### src/rtl/parity_pkg.sv
`default_nettype none
// +----------------------------------------------------------------------+
// | parity_pkg : shared types and constants for the odd-parity generator |
// |              and receiver.                                           |
// | Revision   : 1.0                                                     |
// +----------------------------------------------------------------------+
package parity_pkg;

  localparam int   DEFAULT_DATA_W = 16;
  localparam logic ODD_PARITY     = 1'b1;

  typedef enum logic [1:0] {
    ST_IDLE = 2'd0,
    ST_DATA = 2'd1,
    ST_PAR  = 2'd2,
    ST_STOP = 2'd3
  } rx_state_e;

endpackage
`default_nettype wire

### src/rtl/parity_rx_if.sv
`default_nettype none
// +----------------------------------------------------------------------+
// | parity_rx_if : serial input and word-level valid/ready output bundle |
// | Revision     : 1.0                                                   |
// +----------------------------------------------------------------------+
interface parity_rx_if #(
  parameter int DATA_W = 16
) ();
  logic              sdi;
  logic              sdi_vld;
  logic [DATA_W-1:0] rx_data;
  logic              rx_perr;
  logic              rx_valid;
  logic              rx_ready;

  // master is the receiver; slave is the link/sink side around it
  modport master (
    input  sdi, sdi_vld, rx_ready,
    output rx_data, rx_perr, rx_valid
  );

  modport slave (
    output sdi, sdi_vld, rx_ready,
    input  rx_data, rx_perr, rx_valid
  );
endinterface
`default_nettype wire

### src/rtl/parity_sat_cnt.sv
`default_nettype none
// +----------------------------------------------------------------------+
// | parity_sat_cnt : saturating event counter with synchronous clear     |
// | Revision       : 1.0                                                 |
// +----------------------------------------------------------------------+
module parity_sat_cnt #(
  parameter int CNT_W = 8
) (
  input  wire logic             clk,
  input  wire logic             rst_n,
  input  wire logic             inc,
  input  wire logic             clr,
  output logic      [CNT_W-1:0] value
);

  logic [CNT_W-1:0] cnt_d;
  logic [CNT_W-1:0] cnt_q;

  // clear takes priority over a coincident increment
  always_comb begin
    cnt_d = cnt_q;
    if (clr) begin
      cnt_d = '0;
    end else if (inc && (cnt_q != '1)) begin
      cnt_d = cnt_q + 1'b1;
    end
  end

  always_ff @(posedge clk or negedge rst_n) begin
    if (!rst_n) begin
      cnt_q <= '0;
    end else begin
      cnt_q <= cnt_d;
    end
  end

  assign value = cnt_q;

endmodule
`default_nettype wire

### src/rtl/parity_rx.sv
`default_nettype none
// +----------------------------------------------------------------------+
// | parity_rx : start/data/parity/stop frame receiver with odd-parity    |
// |             check, valid/ready word output and error statistics.     |
// | Revision  : 1.0                                                      |
// +----------------------------------------------------------------------+
module parity_rx
  import parity_pkg::*;
#(
  parameter int DATA_W = DEFAULT_DATA_W,
  parameter int CNT_W  = 8
) (
  input  wire logic             clk,
  input  wire logic             rst_n,
  parity_rx_if.master           bus,
  input  wire logic             cnt_clr,
  output logic      [CNT_W-1:0] perr_cnt,
  output logic      [CNT_W-1:0] ferr_cnt,
  output logic      [CNT_W-1:0] ovr_cnt
);

  localparam int BCNT_W = (DATA_W > 1) ? $clog2(DATA_W) : 1;

  rx_state_e         state_d, state_q;
  logic [DATA_W-1:0] shift_d, shift_q;
  logic [BCNT_W-1:0] bitcnt_d, bitcnt_q;
  logic              par_d, par_q;
  logic [DATA_W-1:0] rx_data_d, rx_data_q;
  logic              rx_perr_d, rx_perr_q;
  logic              rx_valid_d, rx_valid_q;

  logic              handshake;
  logic              frame_done;
  logic              perr_inc;
  logic              ferr_inc;
  logic              ovr_inc;
  logic              word_perr;

  assign handshake = rx_valid_q && bus.rx_ready;
  assign word_perr = (par_q != ODD_PARITY);

  always_comb begin
    state_d    = state_q;
    shift_d    = shift_q;
    bitcnt_d   = bitcnt_q;
    par_d      = par_q;
    frame_done = 1'b0;
    ferr_inc   = 1'b0;

    if (bus.sdi_vld) begin
      case (state_q)
        ST_IDLE: begin
          if (!bus.sdi) begin
            state_d  = ST_DATA;
            shift_d  = '0;
            bitcnt_d = BCNT_W'(DATA_W - 1);
            par_d    = 1'b0;
          end
        end
        ST_DATA: begin
          shift_d = {shift_q[DATA_W-2:0], bus.sdi};
          par_d   = par_q ^ bus.sdi;
          if (bitcnt_q == '0) begin
            state_d = ST_PAR;
          end else begin
            bitcnt_d = bitcnt_q - 1'b1;
          end
        end
        ST_PAR: begin
          par_d   = par_q ^ bus.sdi;
          state_d = ST_STOP;
        end
        ST_STOP: begin
          state_d = ST_IDLE;
          if (bus.sdi) begin
            frame_done = 1'b1;
          end else begin
            ferr_inc = 1'b1;
          end
        end
        default: begin
          state_d = ST_IDLE;
        end
      endcase
    end
  end

  // Output holding register: a completed frame may load in the same cycle
  // the previous word is handed off, otherwise it is dropped as an overrun.
  always_comb begin
    rx_data_d  = rx_data_q;
    rx_perr_d  = rx_perr_q;
    rx_valid_d = rx_valid_q;
    perr_inc   = 1'b0;
    ovr_inc    = 1'b0;

    if (handshake) begin
      rx_valid_d = 1'b0;
    end

    if (frame_done) begin
      if (!rx_valid_q || handshake) begin
        rx_data_d  = shift_q;
        rx_perr_d  = word_perr;
        rx_valid_d = 1'b1;
        perr_inc   = word_perr;
      end else begin
        ovr_inc = 1'b1;
      end
    end
  end

  always_ff @(posedge clk or negedge rst_n) begin
    if (!rst_n) begin
      state_q    <= ST_IDLE;
      shift_q    <= '0;
      bitcnt_q   <= '0;
      par_q      <= 1'b0;
      rx_data_q  <= '0;
      rx_perr_q  <= 1'b0;
      rx_valid_q <= 1'b0;
    end else begin
      state_q    <= state_d;
      shift_q    <= shift_d;
      bitcnt_q   <= bitcnt_d;
      par_q      <= par_d;
      rx_data_q  <= rx_data_d;
      rx_perr_q  <= rx_perr_d;
      rx_valid_q <= rx_valid_d;
    end
  end

  assign bus.rx_data  = rx_data_q;
  assign bus.rx_perr  = rx_perr_q;
  assign bus.rx_valid = rx_valid_q;

  parity_sat_cnt #(.CNT_W(CNT_W)) u_perr_cnt (
    .clk   (clk),
    .rst_n (rst_n),
    .inc   (perr_inc),
    .clr   (cnt_clr),
    .value (perr_cnt)
  );

  parity_sat_cnt #(.CNT_W(CNT_W)) u_ferr_cnt (
    .clk   (clk),
    .rst_n (rst_n),
    .inc   (ferr_inc),
    .clr   (cnt_clr),
    .value (ferr_cnt)
  );

  parity_sat_cnt #(.CNT_W(CNT_W)) u_ovr_cnt (
    .clk   (clk),
    .rst_n (rst_n),
    .inc   (ovr_inc),
    .clr   (cnt_clr),
    .value (ovr_cnt)
  );

endmodule
`default_nettype wire

### src/flat_wrapper.sv
// flat-port wrapper written by rule: the top's interface ports become plain ports
module parity_rx_flat import parity_pkg::*;
#(
  parameter int DATA_W = DEFAULT_DATA_W,
  parameter int CNT_W  = 8
)
  (clk, rst_n, cnt_clr, perr_cnt, ferr_cnt, ovr_cnt, bus_sdi, bus_sdi_vld, bus_rx_ready, bus_rx_data, bus_rx_perr, bus_rx_valid);
  parity_rx_if #(.DATA_W(DATA_W)) bus_i ();
  input  wire logic clk;
  input  wire logic rst_n;
  input  wire logic cnt_clr;
  output logic      [CNT_W-1:0] perr_cnt;
  output logic      [CNT_W-1:0] ferr_cnt;
  output logic      [CNT_W-1:0] ovr_cnt;
  input wire logic [$bits(bus_i.sdi)-1:0] bus_sdi;
  input wire logic [$bits(bus_i.sdi_vld)-1:0] bus_sdi_vld;
  input wire logic [$bits(bus_i.rx_ready)-1:0] bus_rx_ready;
  output wire logic [$bits(bus_i.rx_data)-1:0] bus_rx_data;
  output wire logic [$bits(bus_i.rx_perr)-1:0] bus_rx_perr;
  output wire logic [$bits(bus_i.rx_valid)-1:0] bus_rx_valid;
  assign bus_i.sdi = bus_sdi;
  assign bus_i.sdi_vld = bus_sdi_vld;
  assign bus_i.rx_ready = bus_rx_ready;
  assign bus_rx_data = bus_i.rx_data;
  assign bus_rx_perr = bus_i.rx_perr;
  assign bus_rx_valid = bus_i.rx_valid;
  parity_rx #(.DATA_W(DATA_W), .CNT_W(CNT_W)) u_core (.clk(clk), .rst_n(rst_n), .bus(bus_i), .cnt_clr(cnt_clr), .perr_cnt(perr_cnt), .ferr_cnt(ferr_cnt), .ovr_cnt(ovr_cnt));
endmodule
### config.mk
export PLATFORM = sky130hd
export DESIGN_NAME = parity_rx_flat
export DESIGN_NICKNAME = d
export VERILOG_FILES = /design/src/rtl/parity_pkg.sv /design/src/rtl/parity_rx_if.sv /design/src/rtl/parity_sat_cnt.sv /design/src/rtl/parity_rx.sv /design/src/flat_wrapper.sv
export SDC_FILE = /design/constraint.sdc
export NUM_CORES = 1
export LEC_CHECK = 0
export ABC_CLOCK_PERIOD_IN_PS = 5000
export BUFFER_PORTS_ARGS = -buffer_cell sky130_fd_sc_hd__buf_2
export CAP_MARGIN = 20
export CORE_MARGIN = 2
export CORE_UTILIZATION = 60
export CTS_CLUSTER_SIZE = 8
export DETAILED_ROUTE_END_ITERATION = 12
export GPL_ROUTABILITY_DRIVEN = 0
export GPL_TIMING_DRIVEN = 1
export PLACE_DENSITY = 0.9
export SKIP_LAST_GASP = 1
export SLEW_MARGIN = 10
export SYNTH_ARGS = -nofsm -noshare
export SYNTH_HDL_FRONTEND = slang
export SYNTH_HIERARCHICAL = 1
export SYNTH_SLANG_ARGS = --single-unit
### constraint.sdc
create_clock -name clk -period 5 [get_ports clk]
set_input_delay 0.25 -clock clk [delete_from_list [all_inputs] [get_ports clk]]
set_output_delay 0.25 -clock clk [all_outputs]
set_load 0.02 [all_outputs]
==> results of run 1 <==
[layer usage]
layer  up-vias  wire length (um)
li1       1122                 -
met5         -                 0
met1      1170              2840
met3         9               244
met2        65              3010
met4         0               104
[final cells by class]
| class | instances | area [um2] |
|---|---|---|
| Multi-Input combinational cell | 184 | 1440 |
| Clock inverter | 6 | 73.8 |
| Fill cell | 368 | 1440 |
| Inverter | 14 | 52.6 |
| Tap cell | 70 | 87.6 |
| Clock buffer | 10 | 138 |
| Timing Repair Buffer | 49 | 250 |
| Sequential cell | 65 | 1630 |
[cells by family after synthesis]
| family | count (synthesis) | share of synthesized area (%) |
|---|---|---|
| buffers and inverters | 25 | 3.88 |
| DFF | 65 | 51.0 |
| adders and majority gates | 9 | 3.53 |
| and+or+nand+nor | 88 | 16.9 |
| muxes | 28 | 9.68 |
| AOI/OAI and AO/OA | 59 | 15.0 |
[cell usage in the layout (no fill, tap or decap), types with 7 or more instances in the layout]
cell                       synthesis  final
sky130_fd_sc_hd__ha_1              9      9
sky130_fd_sc_hd__a22o_1           16     16
sky130_fd_sc_hd__nor2_1            7      7
sky130_fd_sc_hd__nor2b_1          12     12
sky130_fd_sc_hd__a21oi_1          10     10
sky130_fd_sc_hd__nand2_1           8      8
sky130_fd_sc_hd__dfrtp_1          65     65
sky130_fd_sc_hd__clkbuf_8          0     10
sky130_fd_sc_hd__mux2_1           17     17
sky130_fd_sc_hd__buf_2             3     47
sky130_fd_sc_hd__nand2b_1         10     10
sky130_fd_sc_hd__nor3_1           14     14
sky130_fd_sc_hd__inv_1            13     13
[where the power goes]
group	leakage, nW	internal (mW)	total, mW	switching [mW]
sequential	0.871	0.616	0.690	0.0745
combinational	0.812	0.160	0.381	0.221
clock	0.108	0.251	0.469	0.218
total	1.79	1.03	1.54	0.513
[how the worst max path moves through the flow]
| stage | from | end | slack (ps) |
|---|---|---|---|
| CTS | u_core/state_q[0]$_DFFE_PN0P_ | u_core/u_perr_cnt/value[7]$_DFFE_PN0P_ | 2500 |
| floorplan | u_core/state_q[0]$_DFFE_PN0P_ | u_core/u_perr_cnt/value[7]$_DFFE_PN0P_ | 2920 |
| detailed placement | u_core/state_q[0]$_DFFE_PN0P_ | u_core/u_perr_cnt/value[7]$_DFFE_PN0P_ | 2530 |
| global route | u_core/state_q[0]$_DFFE_PN0P_ | u_core/u_perr_cnt/value[7]$_DFFE_PN0P_ | 2270 |
| global placement | u_core/state_q[0]$_DFFE_PN0P_ | u_core/u_perr_cnt/value[7]$_DFFE_PN0P_ | 2630 |
| finish | u_core/state_q[0]$_DFFE_PN0P_ | u_core/u_perr_cnt/value[7]$_DFFE_PN0P_ | 2470 |
[flip-flops by register name, summed over array words and instances (netlist names)]
name	count
u_core/u_ferr_cnt/value	8
u_core/bus.rx_data	16
u_core/shift_q	16
u_core/par_q	1
u_core/bus.rx_perr	1
u_core/u_ovr_cnt/value	8
u_core/u_perr_cnt/value	8
u_core/bus.rx_valid	1
u_core/bitcnt_q	4
u_core/state_q	2
==> run summary, run 1 <==
===========================================================================================
Met3 Track Usage GR                                                                   4.35%
Layout cell share with drive strength beyond 1                                        25.9%
Crit-path cells                                                                ha_1, nand3_2, nor2b_1, buf_4, nor2b_1, nand3_1, or3_1, a211oi_1
Maxcap violations                                                                         0
Width of the die                                                                    76.9 um
Outcome                                                                        finished, final reports clean
Mapped Cells                                                                            274
Count of nets left with antenna violations after detail routing                           0
Data required time at the worst endpoint                                            5260 ps
Number of synthesis warnings                                                              6
Layout Utilization                                                                    71.9%
Clock Sink Count                                                                         65
Met2 global-route usage                                                               34.6%
Clk Tree Root Cell                                                             sky130_fd_sc_hd__clkbuf_8
Worst setup path category                                                      register to register
Proportion of register bits with asynchronous set or reset after synthesis             100%
Slew Viols, Final                                                                         0
Filler-free cell count of the finished design                                           398
Worst slew pin tran                                                                  989 ps
Total wire length                                                                   6200 um
# Post-CTS Setup Buffers                                                                  0
Endpoint of the most critical register-to-register path                        u_core/u_perr_cnt/value[7]$_DFFE_PN0P_
N_diodes                                                                                  0
Flop2flop setup slack                                                               2470 ps
Worst setup SP type                                                                register
Worst clock skew                                                                    6.81 ps
Routed vias                                                                            2366
TritonCTS buffer count                                                                    9
Total power divided by cell area                                                 420 mW/mm2
Worst Path Buf+Inv                                                                        1
Average via count per standard cell                                                    5.94
Clock Pin Slew Worst Setup and Hold Paths                                             80 ps
Worst Setup End Kind                                                               register
Most crowded layer after global routing                                                met2
Power, Total                                                                        1.54 mW
Placeable core area                                                             0.00511 mm2
CP Depth                                                                                  8
Top cell type by total area after synthesis                                    sky130_fd_sc_hd__dfrtp_1
Post-Synthesis Net Count                                                                289
Fraction of the cycle the final worst path needs                                      50.6%
Flip-flop cell with the highest count after synthesis                          sky130_fd_sc_hd__dfrtp_1
Maximum clock frequency                                                             396 MHz
Estimated wirelength of the detail-placed design                                    4200 um
Data arrival time of the worst path                                                 2780 ps
PostCTS Resize Cnt                                                                        0
Type of the worst min-delay path                                               primary input to asynchronous set/reset pin
Count of buffers inserted at the top-level ports                                         47
Top post-synthesis cells by area                                               sky130_fd_sc_hd__dfrtp_1 51%, sky130_fd_sc_hd__mux2_1 6.0%, sky130_fd_sc_hd__a22o_1 4.4%, sky130_fd_sc_hd__ha_1 3.5%, sky130_fd_sc_hd__nor2b_1 2.4%
Worst Slack Setup Final                                                             2470 ps
Crit path time final                                                                2530 ps
Max clock buf depth                                                                       2
Layout-stage area growth over the synthesis result                                    15.0%
Area of the mapped netlist                                                      0.00319 mm2
Reported leakage power                                                              1.79 nW
Number of top-level pins                                                                 48
Cell area reported after detailed placement                                     0.00346 mm2
Final setup violation count                                                               0
Initial antenna violation count                                                           0
Number of nets in the layout                                                            338
Number of levels the H-tree was split into                                                3
Total die area                                                                  0.00592 mm2
Number of design-rule violations left by the first detailed-router iteration            210
Worst hold slack after final layout                                                 76.1 ps
R2R Path Start                                                                 u_core/state_q[0]$_DFFE_PN0P_
CTS hold repair buffers                                                                   0
Unrepaired setup endpoints after global routing                                          no
Routed WL per cell                                                                  15.6 um
Seq/Total Area, Yosys                                                                 51.0%
Total number of placement rows                                                           26
Kind of cell adding the most delay to the critical path                        simple AND/OR/NAND/NOR gates
Setup TNS after final layout                                                           0 ps
Reg2reg path depth                                                                        8
Proportion of netlist area held by the largest area contributor                       51.0%
Cell with the most instances on the worst path                                 sky130_fd_sc_hd__nor2b_1
Wire length of the first global-routing pass                                       10400 um
Worst-path fanout max                                                                    18
Final global-route overflow total                                                         0
Most numerous cell in the Yosys netlist                                        sky130_fd_sc_hd__dfrtp_1
Count of flip-flops with a built-in enable after synthesis                                0
Number of global-route vias before repair                                              2201
Maximum single-stage delay on the critical path                                      490 ps
Hold Vio Cnt, Final                                                                       0
TritonRoute pass-1 iters                                                                  4
Headroom to the max-slew limit                                                        33.9%
Clk Latency, worst-skew pair                                                         340 ps
Number of unique standard cell types used by synthesis                                   47
Number of synthesized register bits                                                      65
Die height                                                                          76.9 um
All-Layer GR Usage                                                                    22.2%
Post-detailed-route DRC marker count                                                      0
Post-Synthesis Mean Instance Area                                                  11.6 um2
Crit path max-delay cell type                                                  sky130_fd_sc_hd__nor2b_1
CTS tree                                                                              built
IR Drop Worst-Case VDD                                                             0.279 mV
Pin count of the biggest net entering global routing                                     66
Initial Util                                                                          62.5%
Global-route met1 utilization                                                         29.9%
Placed Cells                                                                            382
Place WS                                                                            2530 ps
Cell types with the highest counts after synthesis                             65 x sky130_fd_sc_hd__dfrtp_1, 17 x sky130_fd_sc_hd__mux2_1, 16 x sky130_fd_sc_hd__a22o_1, 14 x sky130_fd_sc_hd__nor3_1, 13 x sky130_fd_sc_hd__inv_1
Layout Cell Area excl Fill                                                      0.00367 mm2
===========================================================================================
Note: power is estimated with default switching activity, not from simulation.
==> inputs of run 2 (changes only) <==
--- a/config.mk
+++ b/config.mk
@@ -5,16 +5,16 @@
 export SDC_FILE = /design/constraint.sdc
 export NUM_CORES = 1
 export LEC_CHECK = 0
-export ABC_CLOCK_PERIOD_IN_PS = 5000
+export ABC_CLOCK_PERIOD_IN_PS = 2420
 export BUFFER_PORTS_ARGS = -buffer_cell sky130_fd_sc_hd__buf_2
 export CAP_MARGIN = 20
 export CORE_MARGIN = 2
-export CORE_UTILIZATION = 60
+export CORE_UTILIZATION = 57
 export CTS_CLUSTER_SIZE = 8
 export DETAILED_ROUTE_END_ITERATION = 12
 export GPL_ROUTABILITY_DRIVEN = 0
 export GPL_TIMING_DRIVEN = 1
-export PLACE_DENSITY = 0.9
+export PLACE_DENSITY = 0.87
 export SKIP_LAST_GASP = 1
 export SLEW_MARGIN = 10
 export SYNTH_ARGS = -nofsm -noshare
==> constraint.sdc (replaced) <==
create_clock -name clk -period 2.42 [get_ports clk]
set_input_delay 0.121 -clock clk [delete_from_list [all_inputs] [get_ports clk]]
set_output_delay 0.121 -clock clk [all_outputs]
set_load 0.02 [all_outputs]
==> run 2 against run 1 <==
Wire length rose by 2.8%. Count of clock-buffer cells in the layout fell by 1. Flip-flop and latch count did not move. Via count rose by 2.6%. Register-to-register slack got worse by 2100 ps. Sequential share of layout area fell by 0.26 points. Sequential power rose by 110%. First-iteration DRC count fell by 39%. Clock power rose by 84%. Combinational power rose by 110%. Design area rose by 0.58%. Largest power group unchanged.
==> run summary, run 2 (synthesis results as in run 1) <==
===========================================================================================
Min-Delay Startpoint                                                           bus_rx_ready
Total wire length                                                                   6370 um   was 6200 um
CTS tree                                                                              built   unchanged
R2R Path Start                                                                 u_core/state_q[0]$_DFFE_PN0P_   unchanged
Number of nets in the layout                                                            342   was 338
Fraction of the cycle the final worst path needs                                      83.7%   was 50.6%
Setup crit start                                                               u_core/state_q[0]$_DFFE_PN0P_   unchanged
Kind of cell adding the most delay to the critical path                        simple AND/OR/NAND/NOR gates   unchanged
Placed Cells                                                                            387   was 382
CP Depth                                                                                  7   was 8
Count of nets left with antenna violations after detail routing                           0   unchanged
Die height                                                                          78.8 um   was 76.9 um
Worst setup path category                                                      register to register   unchanged
Total number of placement rows                                                           27   was 26
Filler-free cell count of the finished design                                           404   was 398
N_diodes                                                                                  0   unchanged
Maximum clock frequency                                                             494 MHz   was 396 MHz
Clk Latency, worst-skew pair                                                         360 ps   was 340 ps
Number of top-level pins                                                                 48   unchanged
Reported leakage power                                                              1.80 nW   was 1.79 nW
Slew Viols, Final                                                                         0   unchanged
Crit path time final                                                                2030 ps   was 2530 ps
Count of buffers inserted at the top-level ports                                         47   unchanged
Clk Tree Root Cell                                                             sky130_fd_sc_hd__clkbuf_8   unchanged
Initial Util                                                                          58.3%   was 62.5%
Number of design-rule violations left by the first detailed-router iteration            128   was 210
Reg2reg path depth                                                                        7   was 8
Worst Setup End Kind                                                               register   unchanged
Data arrival time of the worst path                                                 2250 ps   was 2780 ps
Wire length of the first global-routing pass                                       10600 um   was 10400 um
Worst setup SP type                                                                register   unchanged
Flop2flop setup slack                                                                390 ps   was 2470 ps
Cell with the most instances on the worst path                                 sky130_fd_sc_hd__nor2b_1   unchanged
Endpoint of the most critical register-to-register path                        u_core/u_perr_cnt/value[5]$_DFFE_PN0P_   was u_core/u_perr_cnt/value[7]$_DFFE_PN0P_
Setup TNS after final layout                                                           0 ps   unchanged
Worst slew pin tran                                                                  746 ps   was 989 ps
Post-detailed-route DRC marker count                                                      0   unchanged
Outcome                                                                        finished, final reports clean   unchanged
Layout Cell Area excl Fill                                                      0.00369 mm2   was 0.00367 mm2
Maxcap violations                                                                         0   unchanged
Estimated wirelength of the detail-placed design                                    4280 um   was 4200 um
Worst-path fanout max                                                                     5   was 18
Layout cell share with drive strength beyond 1                                        26.5%   was 25.9%
Number of global-route vias before repair                                              2319   was 2201
Crit-path cells                                                                ha_1, nand3_2, nor2b_1, nor2b_1, nand3_1, a2111oi_0, nor3b_1   was ha_1, nand3_2, nor2b_1, buf_4, nor2b_1, nand3_1, or3_1, a211oi_1
Crit path max-delay cell type                                                  sky130_fd_sc_hd__a2111oi_0   was sky130_fd_sc_hd__nor2b_1
Initial antenna violation count                                                           0   unchanged
IR Drop Worst-Case VDD                                                             0.444 mV   was 0.279 mV
Headroom to the max-slew limit                                                        50.2%   was 33.9%
Pin count of the biggest net entering global routing                                     35   was 66
Maximum single-stage delay on the critical path                                      480 ps   was 490 ps
Max clock buf depth                                                                       2   unchanged
Most common cell after layout, fill and taps aside                             sky130_fd_sc_hd__dfrtp_1   unchanged
All-Layer GR Usage                                                                    22.2%   about the same
Final global-route overflow total                                                         0   unchanged
Placeable core area                                                             0.00547 mm2   was 0.00511 mm2
Type of the worst min-delay path                                               primary input to register   was primary input to asynchronous set/reset pin
Final setup violation count                                                               0   unchanged
Routed WL per cell                                                                  15.8 um   was 15.6 um
Destination of the critical timing path                                        u_core/u_perr_cnt/value[5]$_DFFE_PN0P_   was u_core/u_perr_cnt/value[7]$_DFFE_PN0P_
Hold Vio Cnt, Final                                                                       0   unchanged
Worst Hold Path Cells                                                                     3
Total power divided by cell area                                                 837 mW/mm2   was 420 mW/mm2
Number of levels the H-tree was split into                                                3   unchanged
PostCTS Resize Cnt                                                                        0   unchanged
Total die area                                                                  0.00621 mm2   was 0.00592 mm2
Leading cell types in the layout, fill and taps excluded                       65 x sky130_fd_sc_hd__dfrtp_1, 47 x sky130_fd_sc_hd__buf_2, 17 x sky130_fd_sc_hd__mux2_1, 16 x sky130_fd_sc_hd__a22o_1, 14 x sky130_fd_sc_hd__nor3_1   unchanged
Clock Pin Slew Worst Setup and Hold Paths                                             80 ps   about the same
TritonRoute pass-1 iters                                                                  4   unchanged
Layout-stage area growth over the synthesis result                                    15.6%   was 15.0%
Clock Sink Count                                                                         65   unchanged
Routed vias                                                                            2427   was 2366
Total of fill cells in the finished design                                              431   was 368
Data required time at the worst endpoint                                            2640 ps   was 5260 ps
Width of the die                                                                    78.8 um   was 76.9 um
Worst Path Buf+Inv                                                                        0   was 1
TritonCTS buffer count                                                                    9   unchanged
Average via count per standard cell                                                    6.01   was 5.94
Worst clock skew                                                                    11.2 ps   was 6.81 ps
Unrepaired setup endpoints after global routing                                          no   unchanged
Cell area reported after detailed placement                                     0.00350 mm2   was 0.00346 mm2
===========================================================================================
==> run 2: per-stage QoR <==
step / power, mW / setup WS [ps] / util, % / hold slack [ps]
after floorplan: 2.02 / 338 / - / -175
after global placement: 2.19 / 553 / 63.9 / 222
after detailed placement: 2.24 / 455 / 63.9 / 229
after CTS: 3.11 / 434 / 67.4 / 58.6
after global routing: 3.27 / 295 / 67.4 / 85.7
final: 3.09 / 394 / 67.4 / 67.3
==> run 2: worst min-delay path, stage by stage <==
cell and delay [ps]:
sky130_fd_sc_hd__buf_2 70, sky130_fd_sc_hd__nand2b_1 120, sky130_fd_sc_hd__nand2_1 60
==> run 2: power breakdown <==
group,internal [mW],leakage [nW],switching [mW]
logic,0.345,0.837,0.460
registers,1.27,0.871,0.151
clock network,0.390,0.0888,0.471
total,2.01,1.80,1.08
==> run 2: worst min path at each step <==
stage	endpoint	slack, ps
after floorplan	u_core/bitcnt_q[0]$_DFFE_PN0P_	-170
after global placement	u_core/bus.rx_data[14]$_DFFE_PN0P_	220
after detailed placement	u_core/bus.rx_data[14]$_DFFE_PN0P_	230
after CTS	u_core/bus.rx_valid$_DFF_PN0_	60
after global routing	u_core/bus.rx_valid$_DFF_PN0_	90
final	u_core/bus.rx_valid$_DFF_PN0_	70
==> run 2: metal layers <==
metal | global-route usage, % | vias to the layer above | routed length [um]
li1 | - | 1129 | -
met1 | 28.1 | 1212 | 2770
met2 | 35.7 | 75 | 3150
met3 | 6.70 | 11 | 329
met4 | 9.66 | 0 | 129
met5 | 0 | - | 0
==> run 2: repair_timing <==
action                                 4_1_cts  5_1_grt
endpoints found under the hold margin       33        0
hold buffers                                 1        0
buffers inserted                             0        0
==> run 2: cell type report <==
cell class | count | area (um2) | share of cell area (%)
clock buffers | 9 | 124 | 3.36
repair buffers | 53 | 295 | 8.00
inverters | 14 | 52.6 | 1.42
flip-flops and latches | 65 | 1630 | 44.1
multi-input cells | 184 | 1440 | 39.1
clock inverters | 7 | 61.3 | 1.66
well taps | 72 | 90.1 | 2.44
==> inputs of run 3 (changes only) <==
--- a/config.mk
+++ b/config.mk
@@ -5,16 +5,16 @@
 export SDC_FILE = /design/constraint.sdc
 export NUM_CORES = 1
 export LEC_CHECK = 0
-export ABC_CLOCK_PERIOD_IN_PS = 2420
+export ABC_CLOCK_PERIOD_IN_PS = 1720
 export BUFFER_PORTS_ARGS = -buffer_cell sky130_fd_sc_hd__buf_2
 export CAP_MARGIN = 20
 export CORE_MARGIN = 2
-export CORE_UTILIZATION = 57
+export CORE_UTILIZATION = 51
 export CTS_CLUSTER_SIZE = 8
 export DETAILED_ROUTE_END_ITERATION = 12
 export GPL_ROUTABILITY_DRIVEN = 0
 export GPL_TIMING_DRIVEN = 1
-export PLACE_DENSITY = 0.87
+export PLACE_DENSITY = 0.82
 export SKIP_LAST_GASP = 1
 export SLEW_MARGIN = 10
 export SYNTH_ARGS = -nofsm -noshare
==> constraint.sdc (replaced) <==
create_clock -name clk -period 1.72 [get_ports clk]
set_input_delay 0.086 -clock clk [delete_from_list [all_inputs] [get_ports clk]]
set_output_delay 0.086 -clock clk [all_outputs]
set_load 0.02 [all_outputs]
==> run 3 against run 2 <==
The flow now finishes with violations (setup timing). Final cell count rose by 6.2%. First-iteration DRC count rose by 77%. Critical path depth did not move. Non-clock buffer count rose by 22. Setup slack got worse by 420 ps. Maximum frequency rose by 16%. Wire length rose by 10%. Via count rose by 3.7%. Clock power rose by 39%. Clock skew barely moved. Design area rose by 8.3%. Hold slack improved by 28 ps. Critical path type unchanged. Largest cell class unchanged. Largest power group unchanged. Highest routed layer unchanged.
==> run summary, run 3 (synthesis results as in run 1) <==
===========================================================================================
Slew Viols, Final                                                                         0   unchanged
Filler-free cell count of the finished design                                           429   was 404
Initial antenna violation count                                                           0   unchanged
CTS tree                                                                              built   unchanged
Type of the worst min-delay path                                               primary input to register   unchanged
Data required time at the worst endpoint                                            1980 ps   was 2640 ps
Hold Vio Cnt, Final                                                                       0   unchanged
Endpoint of the most critical register-to-register path                        u_core/u_ovr_cnt/value[7]$_DFFE_PN0P_   was u_core/u_perr_cnt/value[5]$_DFFE_PN0P_
Flop2flop setup slack                                                                -30 ps   was 390 ps
Cell area reported after detailed placement                                     0.00365 mm2   was 0.00350 mm2
Clock Sink Count                                                                         65   unchanged
R2R Path Start                                                                 u_core/state_q[1]$_DFFE_PN0P_   was u_core/state_q[0]$_DFFE_PN0P_
Count of nets left with antenna violations after detail routing                           0   unchanged
Outcome                                                                        finished, violations left   was finished, final reports clean
Combinational share of power                                                          32.6%   was 26.0%
Pin count of the biggest net entering global routing                                     66   was 35
Placeable core area                                                             0.00599 mm2   was 0.00547 mm2
TritonRoute pass-1 iters                                                                  4   unchanged
Width of the die                                                                    83.1 um   was 78.8 um
Crit-path cells                                                                ha_2, nand3_2, buf_4, nor2_4, nand3_1, or3_1, a211oi_1   was ha_1, nand3_2, nor2b_1, nor2b_1, nand3_1, a2111oi_0, nor3b_1
IR Drop Worst-Case VDD                                                             0.646 mV   was 0.444 mV
Routed vias                                                                            2516   was 2427
Routed WL per cell                                                                  16.4 um   was 15.8 um
Worst Slack Setup Final                                                            -29.3 ps   was 394 ps
Crit path max-delay cell type                                                  sky130_fd_sc_hd__dfrtp_1   was sky130_fd_sc_hd__a2111oi_0
N_diodes                                                                                  0   unchanged
Data arrival time of the worst path                                                 2000 ps   was 2250 ps
Clk Latency, worst-skew pair                                                         350 ps   was 360 ps
Number of global-route vias before repair                                              2399   was 2319
Number of design-rule violations left by the first detailed-router iteration            226   was 128
Max clock buf depth                                                                       2   unchanged
Count of buffers inserted at the top-level ports                                         47   unchanged
Layout Cell Area excl Fill                                                      0.00400 mm2   was 0.00369 mm2
Placed Cells                                                                            407   was 387
Total die area                                                                  0.00691 mm2   was 0.00621 mm2
Number of levels the H-tree was split into                                                3   unchanged
Kind of cell adding the most delay to the critical path                        simple AND/OR/NAND/NOR gates   unchanged
Number of nets in the layout                                                            364   was 342
Clock Pin Slew Worst Setup and Hold Paths                                             80 ps   about the same
Violated checks                                                                setup timing
Min-Delay Startpoint                                                                bus_sdi   was bus_rx_ready
Min-Delay Endpoint                                                             u_core/shift_q[0]$_DFFE_PN0P_   was u_core/bus.rx_valid$_DFF_PN0_
Power, Total                                                                        4.72 mW   was 3.09 mW
Fraction of the cycle the final worst path needs                                       102%   was 83.7%
Worst-path fanout max                                                                     4   was 5
Worst setup path category                                                      register to register   unchanged
Cell internal power dissipation                                                     3.08 mW   was 2.01 mW
Net switching power figure                                                          1.64 mW   was 1.08 mW
All-Layer GR Usage                                                                    20.8%   was 22.2%
Worst clock skew                                                                    11.3 ps   was 11.2 ps
Maximum single-stage delay on the critical path                                      360 ps   was 480 ps
Worst slew pin tran                                                                  570 ps   was 746 ps
Layout-stage area growth over the synthesis result                                    25.3%   was 15.6%
Total power divided by cell area                                                1180 mW/mm2   was 837 mW/mm2
Final setup violation count                                                               2   was 0
Maxcap violations                                                                         0   unchanged
Flop pwr share                                                                        42.1%   was 46.1%
Worst setup SP type                                                                register   unchanged
Total number of placement rows                                                           28   was 27
Crit path time final                                                                1750 ps   was 2030 ps
Worst Setup End Kind                                                               register   unchanged
Post-detailed-route DRC marker count                                                      0   unchanged
Place WS                                                                            -185 ps   was 455 ps
Clk Tree Root Cell                                                             sky130_fd_sc_hd__clkbuf_8   unchanged
Number of top-level pins                                                                 48   unchanged
Die height                                                                          83.1 um   was 78.8 um
CP Depth                                                                                  7   unchanged
Worst Path Buf+Inv                                                                        1   was 0
Initial Util                                                                          53.3%   was 58.3%
Relative contribution of the clock network to total power                             25.3%   was 27.9%
Wire length of the first global-routing pass                                       11500 um   was 10600 um
Worst Hold Path Cells                                                                     2   was 3
Reported leakage power                                                              1.92 nW   was 1.80 nW
Maximum clock frequency                                                             572 MHz   was 494 MHz
Layout cell share with drive strength beyond 1                                        37.6%   was 26.5%
Switching fraction of total power                                                     34.7%   was 35.0%
Estimated wirelength of the detail-placed design                                    4470 um   was 4280 um
Leading cell types in the layout, fill and taps excluded                       65 x sky130_fd_sc_hd__dfrtp_1, 47 x sky130_fd_sc_hd__buf_2, 25 x sky130_fd_sc_hd__buf_4, 16 x sky130_fd_sc_hd__mux2_1, 16 x sky130_fd_sc_hd__a22o_1   was 65 x sky130_fd_sc_hd__dfrtp_1, 47 x sky130_fd_sc_hd__buf_2, 17 x sky130_fd_sc_hd__mux2_1, 16 x sky130_fd_sc_hd__a22o_1, 14 x sky130_fd_sc_hd__nor3_1
Average via count per standard cell                                                    5.86   was 6.01
Total wire length                                                                   7040 um   was 6370 um
Final global-route overflow total                                                         0   unchanged
Reg2reg path depth                                                                        7   unchanged
Most common cell after layout, fill and taps aside                             sky130_fd_sc_hd__dfrtp_1   unchanged
Headroom to the max-slew limit                                                        62.0%   was 50.2%
Unrepaired setup endpoints after global routing                                         yes   was no
TritonCTS buffer count                                                                    9   unchanged
===========================================================================================
[run 3: cell count changes in the layout (fill, tap and decap cells not counted), sizes merged]
cell      change
clkinv        +2
buf          +22
clkinvlp      -1
inv           -1
[run 3: power by group through the flow]
stage | clock network, mW | registers (mW) | logic [mW]
2_1_floorplan | 0 | 2.10 | 0.748
3_3_place_gp | 0 | 1.98 | 1.23
3_5_place_dp | 0 | 2.01 | 1.30
4_1_cts | 1.23 | 1.98 | 1.43
5_1_grt | 1.30 | 2.02 | 1.67
6_report | 1.20 | 1.99 | 1.54
[run 3: worst max-delay path by stage]
stage,start,end,slack (ps)
after global placement,u_core/state_q[1]$_DFFE_PN0P_,u_core/u_perr_cnt/value[3]$_DFFE_PN0P_,-60
after global routing,u_core/state_q[1]$_DFFE_PN0P_,u_core/u_ovr_cnt/value[7]$_DFFE_PN0P_,-120
final,u_core/state_q[1]$_DFFE_PN0P_,u_core/u_ovr_cnt/value[7]$_DFFE_PN0P_,-30
after CTS,u_core/state_q[1]$_DFFE_PN0P_,u_core/u_perr_cnt/value[7]$_DFFE_PN0P_,-10
after floorplan,u_core/state_q[0]$_DFFE_PN0P_,u_core/u_perr_cnt/value[3]$_DFFE_PN0P_,-300
after detailed placement,u_core/state_q[1]$_DFFE_PN0P_,u_core/u_perr_cnt/value[7]$_DFFE_PN0P_,-190
[run 3: metrics by stage]
stage / hold WS, ps / util, % / setup TNS [ps]
CTS: 79.6 / 65.5 / -11.1
finish: 95.7 / 66.8 / -47.3
global route: 101 / 66.8 / -506
floorplan: -210 / - / -1190
global placement: 124 / 61.0 / -182
detailed placement: 128 / 61.0 / -695
[run 3: routing by layer]
metal | GRT usage, % | vias to the layer above | wire (um)
met3 | 4.87 | 13 | 280
met2 | 33.4 | 64 | 3520
li1 | - | 1181 | -
met4 | 9.54 | 0 | 134
met1 | 26.8 | 1258 | 3100
met5 | 0 | - | 0
[run 3: what timing repair did]
action                                  CTS  global route
gates resized for setup                  13            15
setup buffers                             4             1
endpoints found under the setup margin   25            29
hold buffers                              1             0
hold endpoints to repair                 65             0
pin swaps                                 1             2
[run 3: cell type report]
cell class	count	area (um2)
inverter	14	52.6
fill	419	1990
clock inverter	7	62.6
clock buffer	9	124
sequential	65	1630
tap	75	93.8
timing repair buffer	75	473
multi-input combinational	184	1570
